===== config.mk =====
export PLATFORM = sky130hd
export DESIGN_NAME = pad_output_bank
export DESIGN_NICKNAME = d
export VERILOG_FILES = /design/src/rtl/pad_output_bank.sv
export SDC_FILE = /design/constraint.sdc
export NUM_CORES = 1
export LEC_CHECK = 0
export ABC_CLOCK_PERIOD_IN_PS = 12020
export BUFFER_PORTS_ARGS = -buffer_cell sky130_fd_sc_hd__buf_4
export CAP_MARGIN = 20
export CORE_ASPECT_RATIO = 1.4
export CORE_MARGIN = 2
export CORE_UTILIZATION = 54
export CTS_CLUSTER_SIZE = 14
export DETAILED_ROUTE_END_ITERATION = 8
export GPL_TIMING_DRIVEN = 0
export PLACE_DENSITY = 0.91
export SLEW_MARGIN = 20
export SYNTH_ARGS = -nofsm -noshare
export SYNTH_HDL_FRONTEND = slang
export SYNTH_SLANG_ARGS = --single-unit

===== constraint.sdc =====
create_clock -name clk_i -period 12.02 [get_ports clk_i]
set_clock_uncertainty 0.2 [all_clocks]
set_input_delay 3.606 -clock clk_i [delete_from_list [all_inputs] [get_ports clk_i]]
set_output_delay 3.606 -clock clk_i [all_outputs]
set_load 0.02 [all_outputs]

===== src/rtl/pad_output_bank.sv =====
// Bank of NCH output-pad controllers: registered data/enable with an enable dead time,
// push-pull or open-drain drive, per-channel attributes and loopback contention detection.
module pad_output_bank #(
  parameter int                 NCH      = 8,
  parameter int                 PADATTR  = 16,
  parameter int                 DEADTIME = 2,
  parameter logic [PADATTR-1:0] ATTR_RST = '0,
  parameter int                 AUTO_OFF = 1,
  parameter int                 CHW      = (NCH > 1) ? $clog2(NCH) : 1
) (
  input  logic                   clk_i,
  input  logic                   rst_i,
  input  logic [NCH-1:0]         out_i,
  input  logic [NCH-1:0]         oe_i,
  output logic [NCH-1:0]         pad_in_o,
  output logic [NCH-1:0]         pad_oe_o,
  input  logic [NCH-1:0]         pad_out_i,
  output logic [NCH*PADATTR-1:0] pad_attributes_o,
  input  logic                   cfg_valid_i,
  output logic                   cfg_ready_o,
  input  logic [CHW-1:0]         cfg_ch_i,
  input  logic                   cfg_mode_i,
  input  logic [PADATTR-1:0]     cfg_attr_i,
  output logic [NCH-1:0]         err_o,
  input  logic [NCH-1:0]         err_clr_i
);

  localparam logic [3:0] DeadLoad = 4'(DEADTIME);
  localparam logic       AutoOff  = (AUTO_OFF != 0);

  typedef enum logic [1:0] {OFF = 2'd0, WAIT_ON = 2'd1, DRIVE = 2'd2} state_e;

  state_e                 state_q [NCH];
  state_e                 state_d [NCH];
  logic [3:0]             cnt_q   [NCH];
  logic [3:0]             cnt_d   [NCH];
  logic [NCH-1:0]         mode_q, mode_d;
  logic [NCH-1:0]         err_q, err_d;
  logic [NCH-1:0]         flag_q, flag_d;
  logic [NCH-1:0]         oe_q, oe_d;
  logic [NCH-1:0]         in_q, in_d;
  logic [NCH-1:0]         mis, cfg_sel, cfg_acc;
  logic [NCH*PADATTR-1:0] attr_q, attr_d;

  always_ff @(posedge clk_i or posedge rst_i) begin
    if (rst_i) begin
      for (int k = 0; k < NCH; k++) begin
        state_q[k] <= OFF;
        cnt_q[k]   <= '0;
      end
      mode_q <= '0;
      err_q  <= '0;
      flag_q <= '0;
      oe_q   <= '0;
      in_q   <= '0;
      attr_q <= {NCH{ATTR_RST}};
    end else begin
      for (int k = 0; k < NCH; k++) begin
        state_q[k] <= state_d[k];
        cnt_q[k]   <= cnt_d[k];
      end
      mode_q <= mode_d;
      err_q  <= err_d;
      flag_q <= flag_d;
      oe_q   <= oe_d;
      in_q   <= in_d;
      attr_q <= attr_d;
    end
  end

  // A channel shut down by contention stays OFF until its error is cleared.
  always_comb begin
    for (int k = 0; k < NCH; k++) begin
      state_d[k] = state_q[k];
      cnt_d[k]   = cnt_q[k];
      unique case (state_q[k])
        OFF: begin
          if (oe_i[k] && (!err_q[k] || !AutoOff)) begin
            state_d[k] = WAIT_ON;
            cnt_d[k]   = DeadLoad;
          end
        end
        WAIT_ON: begin
          if (!oe_i[k])              state_d[k] = OFF;
          else if (cnt_q[k] == 4'd0) state_d[k] = DRIVE;
          else                       cnt_d[k]   = cnt_q[k] - 4'd1;
        end
        DRIVE: begin
          if (!oe_i[k] || (AutoOff && err_q[k])) state_d[k] = OFF;
        end
        default: state_d[k] = OFF;
      endcase
    end
  end

  always_comb begin
    cfg_ready_o = 1'b1;
    for (int k = 0; k < NCH; k++) begin
      cfg_sel[k] = (32'(cfg_ch_i) == 32'(k));
      if (cfg_sel[k] && (state_q[k] != OFF)) cfg_ready_o = 1'b0;
    end
    for (int k = 0; k < NCH; k++) begin
      cfg_acc[k] = cfg_valid_i && cfg_ready_o && cfg_sel[k];
      mode_d[k]  = cfg_acc[k] ? cfg_mode_i : mode_q[k];
      attr_d[k*PADATTR +: PADATTR] = cfg_acc[k] ? cfg_attr_i : attr_q[k*PADATTR +: PADATTR];
      // Open-drain only drives low, so only a pad reading high while enabled is contention.
      mis[k]    = (state_q[k] == DRIVE) &&
                  (mode_q[k] ? (oe_q[k] && pad_out_i[k]) : (pad_out_i[k] != in_q[k]));
      flag_d[k] = mis[k] && (state_d[k] == DRIVE);
      err_d[k]  = (mis[k] && flag_q[k]) || (err_q[k] && !err_clr_i[k]);
      oe_d[k]   = (state_d[k] == DRIVE) && (!mode_d[k] || !out_i[k]);
      in_d[k]   = !mode_d[k] && out_i[k];
    end
  end

  assign pad_in_o         = in_q;
  assign pad_oe_o         = oe_q;
  assign err_o            = err_q;
  assign pad_attributes_o = attr_q;

endmodule


==> reports/results.tsv <==
metric	value	unit
dr_total_vias	6380	
multi_input_area	0.00340	mm²
place_congestion	0.804	
synth_top_area_share	59.5	%
yosys_register_bits	216	
start_util	54.7	%
yosys-top-cells-area	dfrtp_1 60%, mux2_2 17%, inv_1 2.0%, a21oi_1 1.7%, nand2b_1 1.4%	
hp-class	reg2reg	
ys_warn_count	0	
cts.sinks	216	
antenna_found_initial	0	
grt_pass1_wl	34.9	mm
die_h	157	µm
cts_hold_buffers	0	
synth-async-reset-ratio	100	%
synthToLayoutAreaGrowth	27.9	%
maxCapViolations	0	
synth_fp_nets	765	
hold_start	cnt_q[11]	
dp_hpwl	15.5	mm
hold_viol	0	
fin_crit_sh	71.5	%
final_cell_area	0.0116	mm²
ys_seq_area_share	59.5	%
grt_pass1_vias	6785	
cp-start-kind	input port	
rsz0062_at_grt	no	
synth_cell_types	55	
cts_max_level	1	
total_power	2.82	mW
drive_above_1_share	43.0	%
slew_violations	0	
portBuffers	204	
wl	22.0	mm
ir_worst_vdd	182	µV
clk_pin_slew	0.06	ns
r2r_start	cnt_q[20]	
syn_area	0.00908	mm²
cp.buffers_inverters	2	
status	finished clean	
hold_depth	1	
power_density	243	mW/mm²
leakage	5.70	nW
dieArea	0.0179	mm²
drt-wirelength-per-cell	19.2	µm
netlist_instances	701	
setup_viol	0	
antenna_cells	0	
dp.cells	1110	
rows	56	
stdcell_count	1148	
drc	0	
cts_setup_buffers	0	
place_ws	3.44	ns
setup_tns	0	ns
vias_per_cell	5.56	
fill_cells	1145	
critPathTopFamily	multiplexers	
whs	0.289	ns
fin_ws	3.43	ns
max_freq	116	MHz
num-nets-final	995	
cp.arrival	4.78	ns
crit_start	cfg_ch_i[2]	
grt_usage	24.8	%
clockRootBuffer	clkbuf_16	
final_util	69.9	%
ff2ff_setup_slack	9.78	ns
crit_chain	buf_2 -> mux4_2 -> mux2_2 -> buf_4	
cp_slowest_cell	mux4_2	
ys_top_cells_by_count	216 x dfrtp_1, 137 x mux2_2, 49 x inv_1	
synth_most_common_cell	dfrtp_1	
slew-limit-headroom	43.6	%
place_area	0.0109	mm²
path_max_fanout	7	
synth.avg_cell_area	13.0	µm²
grt.overflow.total	0	
clock_latency	0.50	ns
ctsResizeCount	0	
drtPass1Iterations	6	
critPathMaxStageDelay	0.52	ns
crit_cells	4	
pin_count	208	
clockBufferDepth	3	
synth_area_leader_cell	dfrtp_1	
drt.antenna.violating_nets	0	
tightest_slew	0.844	ns
period_needed	8.59	ns
core	0.0166	mm²
dieWidth	114	µm
drtIter0Drc	270	
critPathKind	in2out	
required	8.21	ns
synth_top_flop_cell	dfrtp_1	
grt_max_degree	99	
seqCellArea	0.00541	mm²
end_kind	primary output	
r2r_cells	6	
cts_tree	yes	
synth_edf_count	0	
cts_made_buffers	22	
==> report_power, final <==
group	switching (mW)	internal, mW	total, mW	leakage (nW)
registers	0.155	0.969	1.12	2.69
clock network	0.280	0.373	0.653	0.350
logic	0.562	0.485	1.05	2.65
total	0.998	1.83	2.82	5.70
==> kinds of logic (layout without fill, tap and decap cells) <==
logic type	Yosys count	after routing	synth area share, %
adder cells (fa/ha/maj)	9	9	1.24
XOR/XNOR	7	7	0.675
AO/OA/AOI/OAI	76	76	5.42
buffers and inverters	65	309	3.06
AND/OR/NAND/NOR	181	181	11.7
flip-flops	216	216	59.5
multiplexers	147	147	18.4
==> cells in the final DEF, fill, tap and decap left out, types with 5 or more instances in the layout <==
cell / count
a21oi_1: 30
a32o_1: 6
a32oi_1: 6
and3_1: 7
buf_2: 5
buf_4: 209
clkbuf_1: 6
clkbuf_16: 23
clkinv_2: 8
dfrtp_1: 216
ha_1: 9
inv_1: 48
mux2_2: 137
mux2i_1: 8
nand2_1: 22
nand2b_1: 21
nand3_1: 8
nor2_1: 33
nor2b_1: 19
nor3_1: 24
nor3b_1: 11
o21ai_0: 14
o22ai_1: 6
==> layer usage <==
layer	wire (µm)	vias to the layer above	track usage, %
met5	0	-	0
met4	624	0	7.78
met3	1500	42	6.82
met2	11600	187	45.7
met1	8330	3212	27.8
li1	-	2939	-
==> final cells by class <==
| cell class | instances | share of cell area [%] |
|---|---|---|
| sequential | 216 | 46.5 |
| multi-input combinational | 420 | 29.2 |
| timing repair buffer | 206 | 13.7 |
| clock buffer | 29 | 5.49 |
| tap | 203 | 2.19 |
| inverter | 49 | 1.65 |
| buffer | 16 | 0.808 |
| clock inverter | 9 | 0.420 |
==> worst paths after layout <==
check                                             to
max in group asynchronous       pad_attributes_o[70]
worst min-delay path                       cnt_q[11]
worst max register to register             flag_q[2]
min in group asynchronous       pad_attributes_o[31]
worst max-delay path                     cfg_ready_o
worst min register to register             cnt_q[11]
==> registers in the layout (all words and copies together) (netlist names) <==
| register | flops |
|---|---|
| pad_attributes_o | 128 |
| pad_in_o | 8 |
| flag_q | 8 |
| mode_q | 8 |
| err_o | 8 |
| cnt_q | 32 |
| state_q | 16 |
| pad_oe_o | 8 |
==> worst reg2reg max path, cell delays in order, from the launching register on <==
cell	delay (ns)
dfrtp_1	0.41
inv_1	0.09
ha_1	0.16
nor3b_1	0.70
a41oi_1	0.28
inv_1	0.15
and4_1	0.20
(Power assumes the default switching activity.)
